### config.mk
export PLATFORM = sky130hd
export DESIGN_NAME = buffer_unpacker
export DESIGN_NICKNAME = d
export VERILOG_FILES = /design/src/rtl/buffer_unpacker.sv
export SDC_FILE = /design/constraint.sdc
export NUM_CORES = 1
export LEC_CHECK = 0
export BUFFER_PORTS_ARGS = -buffer_cell sky130_fd_sc_hd__buf_2
export CORE_AREA = 2 2 39 41
export CTS_CLUSTER_SIZE = 24
export DETAILED_ROUTE_END_ITERATION = 10
export DIE_AREA = 0 0 41 43
export RECOVER_POWER = 50
export SETUP_SLACK_MARGIN = 0.1
export SYNTH_ARGS = -nofsm -noshare
export SYNTH_HDL_FRONTEND = slang
export SYNTH_SLANG_ARGS = --single-unit
### constraint.sdc
create_clock -name clk -period 1.85 [get_ports clk]
set_input_delay 0.185 -clock clk [delete_from_list [all_inputs] [get_ports clk]]
set_output_delay 0.185 -clock clk [all_outputs]
set_load 0.01 [all_outputs]
### src/rtl/buffer_unpacker.sv
// buffer_unpacker: fetches PAR_READ-word groups from the circular buffer
// and serializes them, one word per cycle, onto a valid/ready stream.
module buffer_unpacker #(
  parameter int DATA_WIDTH = 8,
  parameter int PAR_READ   = 1
) (
  input  logic                  clk,
  input  logic                  rst,
  input  logic [DATA_WIDTH-1:0] buf_data [0:PAR_READ-1],
  input  logic                  buf_empty,
  output logic                  buf_read_enable,
  output logic [DATA_WIDTH-1:0] out_data,
  output logic                  out_valid,
  input  logic                  out_ready,
  output logic                  out_last,
  output logic                  busy
);

  localparam int IW = (PAR_READ > 1) ? $clog2(PAR_READ) : 1;
  localparam logic [IW-1:0] LAST = IW'(PAR_READ - 1);

  typedef enum logic {
    IDLE,
    DRAIN
  } state_t;

  state_t                  state_q;
  logic [IW-1:0]           idx_q;
  logic [DATA_WIDTH-1:0]   hold_q [0:PAR_READ-1];
  logic                    is_last;
  logic                    last_xfer;

  assign is_last   = (idx_q == LAST);
  assign last_xfer = (state_q == DRAIN) && out_ready && is_last;

  // Refill on the final transfer so a ready consumer never sees a bubble.
  assign buf_read_enable = rst && !buf_empty &&
                           ((state_q == IDLE) || last_xfer);

  assign out_valid = (state_q == DRAIN);
  assign busy      = (state_q == DRAIN);
  assign out_last  = (state_q == DRAIN) && is_last;

  if (PAR_READ == 1) begin : g_one
    assign out_data = hold_q[0];
  end else begin : g_many
    assign out_data = hold_q[idx_q];
  end

  always_ff @(posedge clk) begin
    if (!rst) begin
      state_q <= IDLE;
      idx_q   <= '0;
      for (int i = 0; i < PAR_READ; i++) begin
        hold_q[i] <= '0;
      end
    end else begin
      unique case (state_q)
        IDLE: begin
          if (buf_read_enable) begin
            for (int i = 0; i < PAR_READ; i++) begin
              hold_q[i] <= buf_data[i];
            end
            idx_q   <= '0;
            state_q <= DRAIN;
          end
        end
        DRAIN: begin
          if (out_ready) begin
            if (is_last) begin
              idx_q <= '0;
              if (buf_read_enable) begin
                for (int i = 0; i < PAR_READ; i++) begin
                  hold_q[i] <= buf_data[i];
                end
              end else begin
                state_q <= IDLE;
              end
            end else begin
              idx_q <= idx_q + IW'(1);
            end
          end
        end
        default: state_q <= IDLE;
      endcase
    end
  end

endmodule

==> metrics, run 1 <==
status finished, final reports clean; Simple-Gate Fraction of Synth Area 29.3%; adder-cell share of the synthesized area 0%; wl on met1 about 260 um; Worst setup EP type register; Max H-tree Level 1; GRT Total Usage 10.1%; Area contributors post-synth edfxtp_1 54%, nor3b_2 22%, dfxtp_1 4.5%; Leak 0.000218 uW; Final ANT Viol Nets 0; Die X 41 um; dpl ws about 0.086 ns; Layout fillers 145; # hold bufs at CTS 0; CTS Sinks 9; DIE AREA 0.00176 mm^2; core footprint approximately 0.0014 mm^2; setup TNS 0 ns; Mapped Cells 27; synthesized flop and latch total 9; share of cells above drive strength 1 between 40 and 50%; hold depth 2; period utilization 77.9%; reg-to-reg slack, setup just over 0.4 ns; Vias roughly 290; Initial Utilization about a third; Antenna Cells 0; Cell Rows 14; Reg clk slew, reported paths 0.06 ns; GRT overflow 0; Worst slew margin ~53%; Final Hold Viols 0; dpl cell area approximately 540 um^2; Layout Nets between 60 and 70; Starting DRT DRC Count 2; RSZ-0062 raised after global routing false; Netlist cell types 12; gpl congestion slightly below 0.6; Post-Synth XOR/XNOR Area 0%; cells on worst reg2reg path 2; CP cell instances nor2b_4 > o21ai_1; CTS Root Cell clkbuf_4; P&R area growth vs syn 21.8%; Crit path max-delay family compound AO/OA/AOI/OAI gates; first-pass GRT wire length 1.10 mm; post-DR vias/cell ~4.4; Post-Layout Inst Area roughly 550 um^2; Avg Cell Area, Syn around 17 um^2; Synth Area in Compound Gates under 10%; syn nets 39; # port buffers 23; Num CTS Buffers 3; CP Depth 2; Seq/Total Area, Yosys 58.1%; top sig layer met3; vias in the first global route approximately 270; Syn. warnings 0; cell area after synthesis between 400 and 500 um^2; Register Area 260 um^2; wire length per cell between 10 and 15 um; Multi-input gate area around 130 um^2; DR pass1 iterations 3; chip height 43 um; final setup margin ~0.4 ns; post-DP HPWL between 500 and 600 um; cell area power density just over 800 mW/mm^2; WP data arrival approximately 1.3 ns; Min Clock Period, post-route about 1.4 ns; Crit-path slowest cell o21ai_1; Slew Viols, Final 0; fmax 694 MHz; Post-Route WL ~670 um; Synth top area share a little over half; clk_skew around 0.00018 ns; pin count of the biggest net entering global routing 12; Slew @ Worst Pin about 0.70 ns; largest family of logic cells by synthesized area simple AND/OR/NAND/NOR gates; CTS Buffer Depth 2; Tightest Hold Check Type in -> reg; Clock Latency Late Sink 0.25 ns; drc violations 0; initial antenna violation count 0; IO Count 24; Crit Path Max Fanout 11; final setup violation count 0; total of max-cap violations 0; Worst EP required about 1.7 ns; worst path bufs/invs 0; CP Launch Type register; routed length on met3 between 70 and 80 um; Yosys top cell by area edfxtp_1; Max stage delay on crit path between 0.5 and 0.6 ns; TritonCTS clock tree yes; Worst IR Drop VDD between 0.3 and 0.4 mV; mux cell area share after synthesis 0%; met2 WL 328 um; WS Path Type reg -> reg
-- layout by cell type, fill, tap and decap left out --
cell / synthesis / final
nor3b_1: 0 / 2
buf_2: 0 / 12
nor2b_4: 1 / 1
o21ai_1: 0 / 1
nor3b_2: 8 / 6
nor2_1: 1 / 1
nand2b_4: 1 / 1
clkbuf_1: 0 / 12
dfxtp_1: 1 / 1
edfxtp_1: 8 / 8
inv_1: 1 / 1
clkbuf_4: 0 / 3
o21a_1: 1 / 1
-- where the power goes --
part	internal (uW)	leakage, uW	switching, uW
clock	82.7	0.0000150	61.4
combinational	27.1	0.000107	34.3
sequential	238	0.0000956	4.00
total	347	0.000218	99.7
-- synthesized netlist by cell type --
| master | n |
|---|---|
| clkbuf_8 | 1 |
| o21a_1 | 1 |
| nor2_1 | 1 |
| nor2b_4 | 1 |
| o21ai_0 | 1 |
| inv_1 | 1 |
| edfxtp_1 | 8 |
| dfxtp_1 | 1 |
| nor3b_2 | 8 |
| nand2b_4 | 1 |
| buf_6 | 1 |
| buf_4 | 2 |
-- per-stage QoR --
| step | utilization, % | hold slack (ns) | cells | total power (uW) |
|---|---|---|---|---|
| finish | 39.4 | 0.204 | 66 | 447 |
| global route | 39.4 | 0.181 | 66 | 479 |
| floorplan | - | 0.303 | 27 | 290 |
| global placement | 39.2 | 0.462 | 62 | 313 |
| detailed placement | 39.2 | 0.467 | 62 | 314 |
| CTS | 41.1 | 0.200 | 66 | 460 |
-- sequential cells by signal, summed over array words and instances, names as in the netlist --
name and flops:
hold_q 8, busy 1
-- timing repair --
action,4_1_cts,5_1_grt
gates resized for setup,1,0
endpoints found under the setup margin,8,0
buffers inserted,0,0
-- metal layers --
metal,vias up,global-route usage [%]
li1,142,-
met2,15,12.5
met5,-,0
met4,0,8.00
met1,131,11.7
met3,0,6.28
-- worst paths after layout --
path,startpoint,to
worst max-delay path,busy,hold_q[0][6]
worst min-delay path,rst,busy
worst max register to register,busy,hold_q[0][6]
worst min register to register,busy,busy
-- cell type report --
cell class / instances / share of cell area, %
clock buffers: 4 / 4.82
inverters: 1 / 0.688
multi-input cells: 13 / 24.5
flip-flops and latches: 9 / 47.7
well taps: 16 / 3.67
repair buffers: 23 / 18.6
-- logic make-up (layout without fill, tap and decap cells) --
logic type             Yosys count  in the layout
and+or+nand+nor                 11             11
DFF                              9              9
buffers and inverters            5             28
AOI/OAI and AO/OA                2              2
Note: power is estimated with default switching activity, not from simulation.
==> run 2, diff against run 1 <==
--- a/config.mk
+++ b/config.mk
@@ -5,6 +5,7 @@
 export SDC_FILE = /design/constraint.sdc
 export NUM_CORES = 1
 export LEC_CHECK = 0
+export ABC_AREA = 1
 export BUFFER_PORTS_ARGS = -buffer_cell sky130_fd_sc_hd__buf_2
 export CORE_AREA = 2 2 39 41
 export CTS_CLUSTER_SIZE = 24
==> constraint.sdc (replaced) <==
create_clock -name clk -period 1.32 [get_ports clk]
set_input_delay 0.132 -clock clk [delete_from_list [all_inputs] [get_ports clk]]
set_output_delay 0.132 -clock clk [all_outputs]
set_load 0.01 [all_outputs]
==> metrics, run 2 <==
Seq/Total Area, Yosys 66.9% (was 58.1%); DIE AREA 0.00176 mm^2 (unchanged); Leak 0.000299 uW (was 0.000218 uW); Final ANT Viol Nets 0 (unchanged); core footprint 0.00138 mm^2 (unchanged); total of max-cap violations 0 (unchanged); Num CTS Buffers 3 (unchanged); most common cell after layout, fill and taps aside buf_2; gpl congestion 0.651 (was 0.593); Synth top cells by count 11 x inv_1, 8 x edfxtp_1, 5 x nor2_1, 3 x nor2_2 (was 8 x edfxtp_1, 8 x nor3b_2, 2 x buf_4); vias in the first global route 254 (was 265); CP cell instances nand2_2 > nand2_4 > buf_8 > inv_1 > buf_2 (was nor2b_4 > o21ai_1); CP startpoint busy (unchanged); Netlist cell types 10 (was 12); Min Clock Period, post-route 1.18 ns; WP data arrival 1.05 ns (was 1.32 ns); CTS Sinks 9 (unchanged); Min Hold Slack 0.115 ns (was 0.204 ns); Worst slew margin 78.9% (was 53.0%); worst path bufs/invs 3 (was 0); CTS Buffer Depth 2 (unchanged); Area contributors post-synth edfxtp_1 62%, inv_1 11%, dfxtp_1 5.1% (was edfxtp_1 54%, nor3b_2 22%, dfxtp_1 4.5%); Post-Route WL 663 um (was 669 um); Worst EP required 1.19 ns (was 1.73 ns); most flop-heavy register hold_q (unchanged); Crit Path Max Fanout 9 (was 11); Synth top area share 61.7% (was 53.6%); Layout fillers 159 (was 145); chip height 43 um (unchanged); WS Path Type reg -> out (was reg -> reg); CTS Root Cell clkbuf_4 (unchanged); cell area power density 1130 mW/mm^2 (was 820 mW/mm^2); cell area after synthesis 389 um^2 (was 448 um^2); CP Depth 5 (was 2); Final Hold Viols 0 (unchanged); Mapped Cells 35 (was 27); # port buffers 23 (unchanged); Clock Latency Late Sink 0.25 ns (about the same); Crit-path slowest cell dfxtp_1 (was o21ai_1); TritonCTS clock tree yes (unchanged); clk_skew 0.00829 ns (was 0.000177 ns); RSZ-0062 raised after global routing false (unchanged); cells on worst reg2reg path 3 (was 2); Max H-tree Level 1 (unchanged); reg-to-reg slack, setup 0.27 ns (was 0.41 ns); Starting DRT DRC Count 2 (unchanged); GRT Total Usage 9.07% (was 10.1%); r2r startpoint busy (unchanged); share of cells above drive strength 1 47.6% (was 46.0%); ys flop type edfxtp_1 (unchanged); Yosys top cell by area edfxtp_1 (unchanged); first-pass GRT wire length 931 um (was 1.10 mm); Layout Nets 76 (was 63); Slew @ Worst Pin 0.316 ns (was 0.700 ns); post-layout util 40.6% (was 39.4%); Reg clk slew, reported paths 0.05 ns (was 0.06 ns); period utilization 89.4%; Post-synth ARST share 0% (unchanged); P&R area growth vs syn 44.4% (was 21.8%); Vias 290 (was 288); Multi-input gate area 75.1 um^2 (was 134 um^2); dpl ws 0.232 ns (was 0.0861 ns); Die X 41 um (unchanged); drc violations 0 (unchanged); Slew Viols, Final 0 (unchanged); r2r endpoint hold_q[0][5] (was hold_q[0][6]); Tightest Hold Check Type in -> reg (unchanged); top-count cell post-synth inv_1; max FFs per register 8 (unchanged); Cell Rows 14 (unchanged); IO Count 24 (unchanged); Crit path max-delay family flip-flops (was compound AO/OA/AOI/OAI gates); Worst setup EP type output port (was register); final setup margin 0.140 ns (was 0.408 ns); Initial Utilization 28.1% (was 32.4%); synthesized flop and latch total 9 (unchanged); min-delay src buf_empty (was rst); CP Launch Type register (unchanged); most frequent cells in the layout 18 x buf_2, 11 x inv_1, 8 x edfxtp_1 (was 12 x clkbuf_1, 12 x buf_2, 8 x edfxtp_1); Max stage delay on crit path 0.35 ns (was 0.57 ns); fmax approximately 850 MHz; pin count of the biggest net entering global routing 10 (was 12); status finished, final reports clean (unchanged); Avg Cell Area, Syn 11.1 um^2 (was 16.6 um^2); initial antenna violation count 0 (unchanged); syn nets 47 (was 39); DR pass1 iterations 2 (was 3); Register Area 260 um^2 (unchanged); Antenna Cells 0 (unchanged); EDFF count, synth 8 (unchanged); post-DR vias/cell 3.67 (was 4.36); Syn. warnings 0 (unchanged); GRT overflow 0 (unchanged); setup TNS 0 ns (unchanged); wire length per cell 8.39 um (was 10.1 um); crit path to buf_read_enable (was hold_q[0][6]); post-DP HPWL 491 um (was 519 um); Worst IR Drop VDD 0.282 mV (was 0.325 mV); final setup violation count 0 (unchanged)
run 2: cell type report:
type,count,share of cell area (%)
clock buffer,4,4.68
sequential,9,46.3
tap,16,3.56
multi-input combinational,13,13.4
timing repair buffer,26,24.7
inverter,11,7.35
run 2: how the worst min path moves through the flow:
| stage | endpoint | cells after the start |
|---|---|---|
| 3_3_place_gp | busy | 2 |
| 5_1_grt | busy | 2 |
| 4_1_cts | busy | 2 |
| 3_5_place_dp | busy | 2 |
| 6_report | busy | 2 |
| 2_1_floorplan | busy | 1 |
run 2: metrics by stage:
stage                     instances  area [um^2]  total power, uW
after global routing             79          562              673
after floorplan                  35          389              392
after detailed placement         73          517              433
final                            79          562              635
after global placement           73          517              431
after CTS                        77          551              640
run 2: kinds of logic after synthesis:
group | count (synthesis) | synth area share [%]
flip-flops | 9 | 66.9
AO/OA/AOI/OAI | 1 | 1.28
buffers and inverters | 13 | 14.5
AND/OR/NAND/NOR | 12 | 17.4
run 2: routing by layer:
| layer | track usage [%] | wire, um | share of wire [%] | vias to the layer above |
|---|---|---|---|---|
| met3 | 4.71 | 80 | 12 | 2 |
| met5 | 0 | 0 | 0 | - |
| met2 | 11.9 | 327 | 49 | 16 |
| met4 | 12.0 | 7 | 1.1 | 0 |
| met1 | 8.11 | 248 | 37 | 115 |
| li1 | - | - | - | 157 |
run 2: repair_timing:
item	4_1_cts	5_1_grt
hold buffers	0	0
endpoints found under the setup margin	1	1
endpoints found under the hold margin	0	0
setup buffers	0	2
resized for setup	3	1
run 2: power by group:
| part | internal [uW] | leakage [uW] | total (uW) | switching, uW |
|---|---|---|---|---|
| logic | 42.7 | 0.000192 | 94.4 | 51.8 |
| clock network | 116 | 0.0000150 | 203 | 86.7 |
| registers | 333 | 0.0000927 | 338 | 5.37 |
| total | 491 | 0.000299 | 635 | 144 |
